[src/rtl/b16_loom_bitser_feed_pkg.sv]
// Shared constants, state encoding and helpers for the Loom bit-serial feed.
package b16_loom_pkg;

  localparam int unsigned LANES  = 16;
  localparam int unsigned ACT_W  = 16;
  localparam int unsigned WGT_W  = 16;
  localparam int unsigned PSUM_W = 20;
  localparam int unsigned PREC_W = 5;
  localparam int unsigned BIDX_W = 4;

  typedef enum logic [0:0] {
    IDLE = 1'b0,
    RUN  = 1'b1
  } state_e;

  // Plain-vector state constants for the FSM register
  localparam logic [0:0] ST_IDLE = IDLE;
  localparam logic [0:0] ST_RUN  = RUN;

  // Out-of-range precision (0 or above 16) runs at the full 16 bits
  function automatic logic [PREC_W-1:0] eff_prec(input logic [PREC_W-1:0] p);
    return ((p == '0) || (p > PREC_W'(16))) ? PREC_W'(16) : p;
  endfunction

endpackage

[src/rtl/b16_loom_bitser_feed_if.sv]
// Vector-in / bit-plane-out bus between upstream, the feed block and the accumulator.
interface b16_loom_bitser_feed_if;
  import b16_loom_pkg::*;

  logic                     in_valid;
  logic                     in_ready;
  logic [LANES*ACT_W-1:0]   act_flat;
  logic [LANES*WGT_W-1:0]   wgt_flat;
  logic [PREC_W-1:0]        prec;
  logic [PSUM_W-1:0]        psum;
  logic                     sign;
  logic                     sel;
  logic                     done;
  logic                     busy;

  modport slave (
    input  in_valid, act_flat, wgt_flat, prec,
    output in_ready, psum, sign, sel, done, busy
  );

  modport master (
    output in_valid, act_flat, wgt_flat, prec,
    input  in_ready, psum, sign, sel, done, busy
  );

endinterface

[src/rtl/b16_loom_bitser_feed_psum_tree.sv]
// Combinational AND-gate + adder tree: sum of activations whose plane bit is set.
module b16_loom_psum_tree
  import b16_loom_pkg::*;
(
  input  logic [LANES*ACT_W-1:0] i_act_flat,
  input  logic [LANES-1:0]       i_plane,
  output logic [PSUM_W-1:0]      o_sum_c
);

  // Gate each lane by its plane bit and accumulate zero-extended
  always_comb begin
    o_sum_c = '0;
    for (int i = 0; i < int'(LANES); i++) begin
      if (i_plane[i]) begin
        o_sum_c = o_sum_c + PSUM_W'(i_act_flat[i*ACT_W +: ACT_W]);
      end
    end
  end

endmodule

[src/rtl/b16_loom_bitser_feed.sv]
// Bit-serial weight feed for the Loom shift-accumulator: serializes weights
// MSB-first and presents one registered bit-plane partial sum per cycle.
// Optional macro LOOM_SIGNED_WGT_EN: two's-complement weights, sign flags the MSB plane.
module b16_loom_bitser_feed
  import b16_loom_pkg::*;
(
  input  logic                  clk,
  input  logic                  rst_n,
  b16_loom_bitser_feed_if.slave bus
);

  logic [0:0]             r_state,  w_state_nxt;
  logic [BIDX_W-1:0]      r_bidx,   w_bidx_nxt;
  logic [LANES*ACT_W-1:0] r_act,    w_act_nxt;
  logic [LANES*WGT_W-1:0] r_wgt,    w_wgt_nxt;
  logic                   w_accept;
  logic [LANES-1:0]       w_plane;
  logic [PSUM_W-1:0]      w_sum;

  logic [PSUM_W-1:0]      r_psum;
  logic                   r_sel;
  logic                   r_done;
  logic                   r_busy;
  logic                   r_in_ready;

  assign w_accept = bus.in_valid && r_in_ready;

  // FSM state and operand registers
  always_ff @(posedge clk or negedge rst_n) begin
    if (!rst_n) begin
      r_state <= ST_IDLE;
      r_bidx  <= '0;
      r_act   <= '0;
      r_wgt   <= '0;
    end else begin
      r_state <= w_state_nxt;
      r_bidx  <= w_bidx_nxt;
      r_act   <= w_act_nxt;
      r_wgt   <= w_wgt_nxt;
    end
  end

  // Next state: load on accept, otherwise walk the bit index down to zero
  always_comb begin
    w_state_nxt = r_state;
    w_bidx_nxt  = r_bidx;
    w_act_nxt   = r_act;
    w_wgt_nxt   = r_wgt;
    if (w_accept) begin
      w_state_nxt = ST_RUN;
      w_bidx_nxt  = BIDX_W'(eff_prec(bus.prec) - PREC_W'(1));
      w_act_nxt   = bus.act_flat;
      w_wgt_nxt   = bus.wgt_flat;
    end else if (r_state == ST_RUN) begin
      if (r_bidx == '0) begin
        w_state_nxt = ST_IDLE;
      end else begin
        w_bidx_nxt = r_bidx - BIDX_W'(1);
      end
    end
  end

  // Extract the bit plane for the upcoming cycle from the next-state weights
  for (genvar gi = 0; gi < int'(LANES); gi++) begin : g_plane
    logic [WGT_W-1:0] w_lane;
    assign w_lane      = w_wgt_nxt[gi*WGT_W +: WGT_W];
    assign w_plane[gi] = w_lane[w_bidx_nxt];
  end

  b16_loom_psum_tree u_tree (
    .i_act_flat (w_act_nxt),
    .i_plane    (w_plane),
    .o_sum_c    (w_sum)
  );

  // Registered accumulator controls; outputs lead the operand registers by nothing
  always_ff @(posedge clk or negedge rst_n) begin
    if (!rst_n) begin
      r_psum     <= '0;
      r_sel      <= 1'b0;
      r_done     <= 1'b0;
      r_busy     <= 1'b0;
      r_in_ready <= 1'b1;
    end else begin
      r_psum     <= (w_state_nxt == ST_RUN) ? w_sum : '0;
      r_sel      <= w_accept;
      r_done     <= (r_state == ST_RUN) && (r_bidx == '0);
      r_busy     <= (w_state_nxt == ST_RUN);
      r_in_ready <= (w_state_nxt == ST_IDLE) || (w_bidx_nxt == '0);
    end
  end

`ifdef LOOM_SIGNED_WGT_EN
  logic r_sign;

  // MSB plane of a two's-complement weight is subtracted
  always_ff @(posedge clk or negedge rst_n) begin
    if (!rst_n) begin
      r_sign <= 1'b0;
    end else begin
      r_sign <= w_accept;
    end
  end

  assign bus.sign = r_sign;
`else
  assign bus.sign = 1'b0;
`endif

  assign bus.psum     = r_psum;
  assign bus.sel      = r_sel;
  assign bus.done     = r_done;
  assign bus.busy     = r_busy;
  assign bus.in_ready = r_in_ready;

endmodule
[src/flat_wrapper.sv]
// flat-port wrapper written by rule: the top's interface ports become plain ports
module b16_loom_bitser_feed_flat import b16_loom_pkg::*;
  (clk, rst_n, bus_in_valid, bus_act_flat, bus_wgt_flat, bus_prec, bus_in_ready, bus_psum, bus_sign, bus_sel, bus_done, bus_busy);
  b16_loom_bitser_feed_if bus_i ();
  input  logic clk;
  input  logic rst_n;
  input wire logic [$bits(bus_i.in_valid)-1:0] bus_in_valid;
  input wire logic [$bits(bus_i.act_flat)-1:0] bus_act_flat;
  input wire logic [$bits(bus_i.wgt_flat)-1:0] bus_wgt_flat;
  input wire logic [$bits(bus_i.prec)-1:0] bus_prec;
  output wire logic [$bits(bus_i.in_ready)-1:0] bus_in_ready;
  output wire logic [$bits(bus_i.psum)-1:0] bus_psum;
  output wire logic [$bits(bus_i.sign)-1:0] bus_sign;
  output wire logic [$bits(bus_i.sel)-1:0] bus_sel;
  output wire logic [$bits(bus_i.done)-1:0] bus_done;
  output wire logic [$bits(bus_i.busy)-1:0] bus_busy;
  assign bus_i.in_valid = bus_in_valid;
  assign bus_i.act_flat = bus_act_flat;
  assign bus_i.wgt_flat = bus_wgt_flat;
  assign bus_i.prec = bus_prec;
  assign bus_in_ready = bus_i.in_ready;
  assign bus_psum = bus_i.psum;
  assign bus_sign = bus_i.sign;
  assign bus_sel = bus_i.sel;
  assign bus_done = bus_i.done;
  assign bus_busy = bus_i.busy;
  b16_loom_bitser_feed u_core (.clk(clk), .rst_n(rst_n), .bus(bus_i));
endmodule
[config.mk]
export PLATFORM = sky130hd
export DESIGN_NAME = b16_loom_bitser_feed_flat
export DESIGN_NICKNAME = d
export VERILOG_FILES = /design/src/rtl/b16_loom_bitser_feed_pkg.sv /design/src/rtl/b16_loom_bitser_feed_if.sv /design/src/rtl/b16_loom_bitser_feed_psum_tree.sv /design/src/rtl/b16_loom_bitser_feed.sv /design/src/flat_wrapper.sv
export SDC_FILE = /design/constraint.sdc
export NUM_CORES = 2
export LEC_CHECK = 0
export ABC_CLOCK_PERIOD_IN_PS = 22100
export CORE_MARGIN = 2
export CORE_UTILIZATION = 56
export CTS_CLUSTER_DIAMETER = 50
export DETAILED_ROUTE_END_ITERATION = 6
export GPL_TIMING_DRIVEN = 0
export PLACE_DENSITY = 0.81
export SLEW_MARGIN = 40
export SYNTH_ARGS = -nofsm -noshare
export SYNTH_HDL_FRONTEND = slang
export SYNTH_HIERARCHICAL = 1
export SYNTH_SLANG_ARGS = --single-unit
[constraint.sdc]
create_clock -name clk -period 22.1 [get_ports clk]
set_input_delay 2.21 -clock clk [delete_from_list [all_inputs] [get_ports clk]]
set_output_delay 2.21 -clock clk [all_outputs]
set_load 0.05 [all_outputs]
; ---- Word level (Yosys, flattened, before mapping)
; Cells that the tools add are included.
[totals]
inputBits = 520
out_inout_bits = 25
register_bits = 540
[classes]
bitwise_logic = 1
n_reduce_logical = 7
muxes = 58
magnitude_cmp = 2
add_sub_neg = 17
[ops]
columns = operator, n
row1 = $mux 256, 2
row2 = $mux 20, 16
row3 = $add 20x16->20, 15
row4 = $bmux 1 s4, 16
row5 = $mux 1, 19
row6 = $mux 16, 1
row7 = $mux 4, 4
row8 = $logic_not 4->1, 2
row9 = $sub 4x1->4 const B, 2
row10 = $gt 5x5->1 const B, 1
row11 = $logic_not 5->1, 1
row12 = $lt 4x5->1 const B, 1
row13 = $logic_and 1x1->1, 2
row14 = $logic_or 1x1->1, 2
row15 = $not 1->1, 1

; ---- Logic depth before layout (Yosys ltp)
[logic_depth]
word_depth = 39
depth_mapped = 122
mapped_depth_nobuf = 118

; ---- By module
; Netlist, hierarchy kept.
[modules_own_cells]
columns = module, seq_area_each_um2, instances, area_per_inst_um2, cells_per_inst
row1 = b16_loom_bitser_feed, 13514.2, 1, 22836.9, 2529
row2 = b16_loom_psum_tree, 0.0, 1, 14666.6, 2095

; ---- Worst setup path after synthesis
; Ideal clock, no wire load.
[synth_path]
path_type = input-to-reg
start = input port bus_in_valid
end = register u_core.r_psum[19] (netlist: u_core/bus.psum[19])
path_stages = 112
required_ns = 21.975
setup_slack_ns = 0.677
arrival_time_ns = 21.297
path_cell_list = nand2_1 > clkinv_1 > buf_2 > clkbuf_1 > nor3b_1 > clkbuf_1 > a2bb2oi_1 > a2111o_1 > buf_6 > and2_4 > ha_1 > inv_1 > fa_1 > nor2b_1 > a21oi_1 > or2_1 > a21boi_1 > and3b_1 > [76 not listed] > a21o_1 > ha_1 > nand3_1 > nand2_1 > a41oi_1 > nor2b_1 > xnor2_1 > nand2_1 > o311ai_1 > ha_1 > o21a_1 > o21a_1 > a211o_1 > a32oi_1 > o211ai_1 > a21boi_1 > xnor2_1 > nor2b_1
[synth_via]
elab_chain_cells = 36
elab_cells_between_ends = 69
cone_classes = add/sub (15) / mux (53) / reduce/logical (1)
[synth_lines]
columns = element, line
row1 = "start, declared", flat_wrapper.sv:7  ; input wire logic [$bits(bus_i.in_valid)-1:0] bus_in_valid;
row2 = $logic_and 1x1->1 *, b16_loom_bitser_feed.sv:26  ; assign w_accept = bus.in_valid && r_in_ready;
row3 = $mux 256 / $mux 4 (equally long branches), b16_loom_bitser_feed.sv:49  ; if (w_accept) begin
row4 = $bmux 1 s4 *, b16_loom_bitser_feed.sv:67  ; assign w_plane[gi] = w_lane[w_bidx_nxt];
row5 = $mux 1 (implied by the code) *, b16_loom_bitser_feed.sv:67
row6 = net u_core.w_plane[0], b16_loom_bitser_feed.sv:17  ; logic [LANES-1:0] w_plane;
row7 = $mux 16 *, b16_loom_bitser_feed_psum_tree.sv:14  ; if (i_plane[i]) begin
row8 = $add 20x16->20, b16_loom_bitser_feed_psum_tree.sv:15  ; o_sum_c = o_sum_c + PSUM_W'(i_act_flat[i*ACT_W +: ACT_W]);
row9 = $mux 20 *, b16_loom_bitser_feed_psum_tree.sv:14
row10 = [22 not listed], n/a
row11 = $add 20x16->20, b16_loom_bitser_feed_psum_tree.sv:15
row12 = $mux 20 *, b16_loom_bitser_feed_psum_tree.sv:14
row13 = $add 20x16->20, b16_loom_bitser_feed_psum_tree.sv:15
row14 = $mux 20 *, b16_loom_bitser_feed_psum_tree.sv:14
row15 = $add 20x16->20, b16_loom_bitser_feed_psum_tree.sv:15
row16 = $mux 20 *, b16_loom_bitser_feed_psum_tree.sv:14
row17 = net u_core.w_sum[19], b16_loom_bitser_feed.sv:18  ; logic [PSUM_W-1:0] w_sum;
row18 = $mux 20 *, b16_loom_bitser_feed.sv:85  ; r_psum <= (w_state_nxt == ST_RUN) ? w_sum : '0;
row19 = "end signal, assigned", b16_loom_bitser_feed.sv:85
row20 = "end, declared", b16_loom_bitser_feed.sv:20  ; logic [PSUM_W-1:0] r_psum;
; Mark *: on every way through the listed nets, which the timed path passes. The rest lies on a longest branch. The select of a mux whose other input is x is not followed.

; ---- Final worst setup path
; Ends and elaborated chain as after synthesis.

==> impl_metrics.yaml <==
cts:
  cts_buffers: 70
  ctsRootBufferMaster: "clkbuf_16"
  cts.sinks: 540
  path_clk_slew_ns: 0.06
  clkLatencyLatePin_ns: 0.62
  clockBufferDepth: 3
  cts.htree.levels: 3
  cts_tree: "yes"
logic_synthesis:
  yosys-top-cells-area: "dfrtp_1, nand2_1, ha_1"
  synth_fp_nets: 5403
  synthFlopType: "dfrtp_1"
  synthArstFlopShare: 1.000
  ys_seq_elements: 540
  ys_seq_area_frac: 0.3603
  syn_avg_cell_area_um2: 8.111
  synth_top_area_frac: 0.3596
  synth.distinct_cells: 104
  postSynthCellCount: 4624
  yosys.area.top_type: "dfrtp_1"
  yosys_warnings: 6
  synth_edf_count: 0
  syn_area_mm2: 0.03750
global_routing:
  grt_overflow: 0
  grt_first_pass_wirelength_um: 198600
  grt.total_usage: 0.3678
  antenna_found_initial: 30
  grt_pass1_vias: 35520
  grt_max_degree: 77
timing:
  finalSetupViolations: 0
  layout_setup_ws_ns: 0.03215
  fmaxAchievable_mhz: 45.31
  min_period_ns: 22.07
  finalMaxSlewViolations: 0
  slew_headroom: 0.4051
  fin_skew_ns: 0.02737
  fin_crit_sh: 0.9985
  holdWs_ns: 0.4698
  timing_hold_violations_final: 0
  worstMarginPinSlew_ns: 0.8698
floorplanning:
  die-area_mm2: 0.06906
  rows: 94
  die_x_um: 262.8
  start_util: 0.5684
  die_h_um: 262.8
  boundaryPins: 545
  coreArea_mm2: 0.06598
setup_path:
  cp-start-kind: "input port"
  required_ns: 22.57
  path_class: "input port to register"
  worst_path_most_repeated_cell: "ha_4"
  slowest_stage: "or4_1"
  path_max_fanout: 10
  worst_ep_arrival_time_ns: 22.54
  cpPeakStageDelay_ns: 0.46
  end_kind: "register"
cells_and_area:
  num-fill-cells: 4652
  fin_util: 0.7506
  nets: 6133
  syn_to_final_growth_pct: 32.06
  layout-drive-gt1-share: 0.1336
placement:
  io_buffers: 543
  place_ws_ns: -4.074
  gp_congestion: 0.9796
  hpwlAfterDp_um: 101200
route:
  drt_wl_total_um: 134900
  vias: 37180
  first_pass_iters: 6
  avgViaCountPerCell: 5.903
  drt_iter0_markers: 3326
  wire_per_inst_um: 21.41
  drc: 0
  ant_nets: 0
run_status:
  status: "complete, no violations"
worst_hold_path:
  hp-class: "register to register"
flow_run:
  cap_violations: 0
-- cell type report --
cell class,count,area (um2),area share
Antenna cell,24,60.06,0.001213
Buffer,201,1095,0.02211
Clock buffer,90,1957,0.03951
Clock inverter,38,534.3,0.01079
Inverter,143,551.8,0.01114
Multi-Input combinational cell,3733,24190,0.4884
Sequential cell,540,13510,0.2729
Tap cell,864,1081,0.02183
Timing Repair Buffer,665,6546,0.1322
-- kinds of logic after synthesis --
| logic type | Yosys count | share of synthesized area |
|---|---|---|
| adder cells (fa/ha/maj) | 260 | 0.08968 |
| AND/OR/NAND/NOR | 2244 | 0.2492 |
| other | 1 | 0.00009999 |
| AO/OA/AOI/OAI | 831 | 0.1535 |
| XOR/XNOR | 192 | 0.04744 |
| buffers and inverters | 351 | 0.03757 |
| flip-flops | 540 | 0.3603 |
| multiplexers | 205 | 0.06215 |
-- per-stage QoR --
stage | setup TNS, ns | cell area [um2] | instances
6_report | 0 | 49530 | 6298
3_5_place_dp | -28.33 | 44260 | 6039
2_1_floorplan | 0 | 37500 | 4624
3_3_place_gp | -2595.93 | 44020 | 6031
5_1_grt | -1.176 | 49520 | 6294
4_1_cts | 0 | 47870 | 6207
-- registers in the layout, summed over array words and instances, names as in the netlist --
register,cells
u_core/r_bidx,4
u_core/bus.busy,1
u_core/bus.in_ready,1
u_core/bus.done,1
u_core/r_act,256
u_core/r_wgt,256
u_core/bus.sel,1
u_core/bus.psum,20
-- synth_stat cells (21+ instances only) --
cell type / instances
a21o_1: 68
a21oi_1: 169
a31oi_1: 21
a32o_1: 32
clkbuf_1: 165
dfrtp_1: 539
ha_1: 244
inv_1: 133
mux2_2: 105
mux2_4: 27
mux2i_1: 72
nand2_1: 1629
nand2b_1: 70
nand3_1: 105
nor2_1: 189
nor2b_1: 75
nor3_1: 60
o21a_1: 79
o21ai_0: 139
o21ai_1: 36
o21bai_1: 22
o221ai_1: 35
o31ai_1: 24
xnor2_1: 130
xor2_1: 53
-- cells in the final DEF (no fill, tap or decap), drive strengths merged, types with 70 or more instances in the layout --
cell	Yosys	layout
nand2	1629	1629
dfrtp	539	539
clkdlybuf4s50	0	536
clkbuf	165	251
ha	244	244
nor2	189	189
o21ai	178	178
a21oi	169	169
buf	43	166
inv	136	150
xnor2	135	135
mux2	132	132
nand3	105	105
o21a	79	79
nor2b	75	75
mux2i	73	73
nand2b	70	70
-- layer usage --
metal  part of all wire  vias to the layer above  track usage  routed length (um)
met5            0.00067                        -            0                  91
met4              0.065                       14       0.2255                8737
met3              0.083                      444      0.06934               11190
met2               0.46                     1830       0.5882               62280
met1               0.39                    17660       0.4631               52560
li1                   -                    17230            -                   -
-- repair_timing --
item                                    4_1_cts  5_1_grt
hold endpoints to repair                      0        0
setup buffers                                43       69
endpoints found under the setup margin       10        9
resized for setup                           200      232
pin swaps                                    36       92
gates cloned                                  0        2
hold buffers                                  0        0
-- worst max-delay path, delay by kind of cell --
kind / cells / cell delay [ns]
adder cells (fa/ha/maj): 16 / 4.29
AND/OR/NAND/NOR: 36 / 5.21
AO/OA/AOI/OAI: 47 / 7.76
buffers and inverters: 12 / 1.80
multiplexers: 1 / 0.29
XOR/XNOR: 7 / 0.92
-- worst paths after layout --
check	slack, ns	depth (start not counted)	endpoint	startpoint
max reg2reg	0.69	122	u_core/bus.psum[19]$_DFF_PN0_	u_core/r_bidx[0]$_DFF_PN0_
min reg2reg	0.47	2	u_core/r_wgt[100]$_DFF_PN0_	u_core/r_wgt[100]$_DFF_PN0_
min	0.47	2	u_core/r_wgt[100]$_DFF_PN0_	u_core/r_wgt[100]$_DFF_PN0_
min in group asynchronous	1.49	1	u_core/r_act[15]$_DFF_PN0_	rst_n
max	0.03	119	u_core/bus.psum[19]$_DFF_PN0_	bus_in_valid
max in group asynchronous	18.88	5	u_core/bus.in_ready$_DFF_PN1_	rst_n
Power is not shown: default switching activity piles up to over one toggle a cycle in this logic, so the estimate is an artifact.
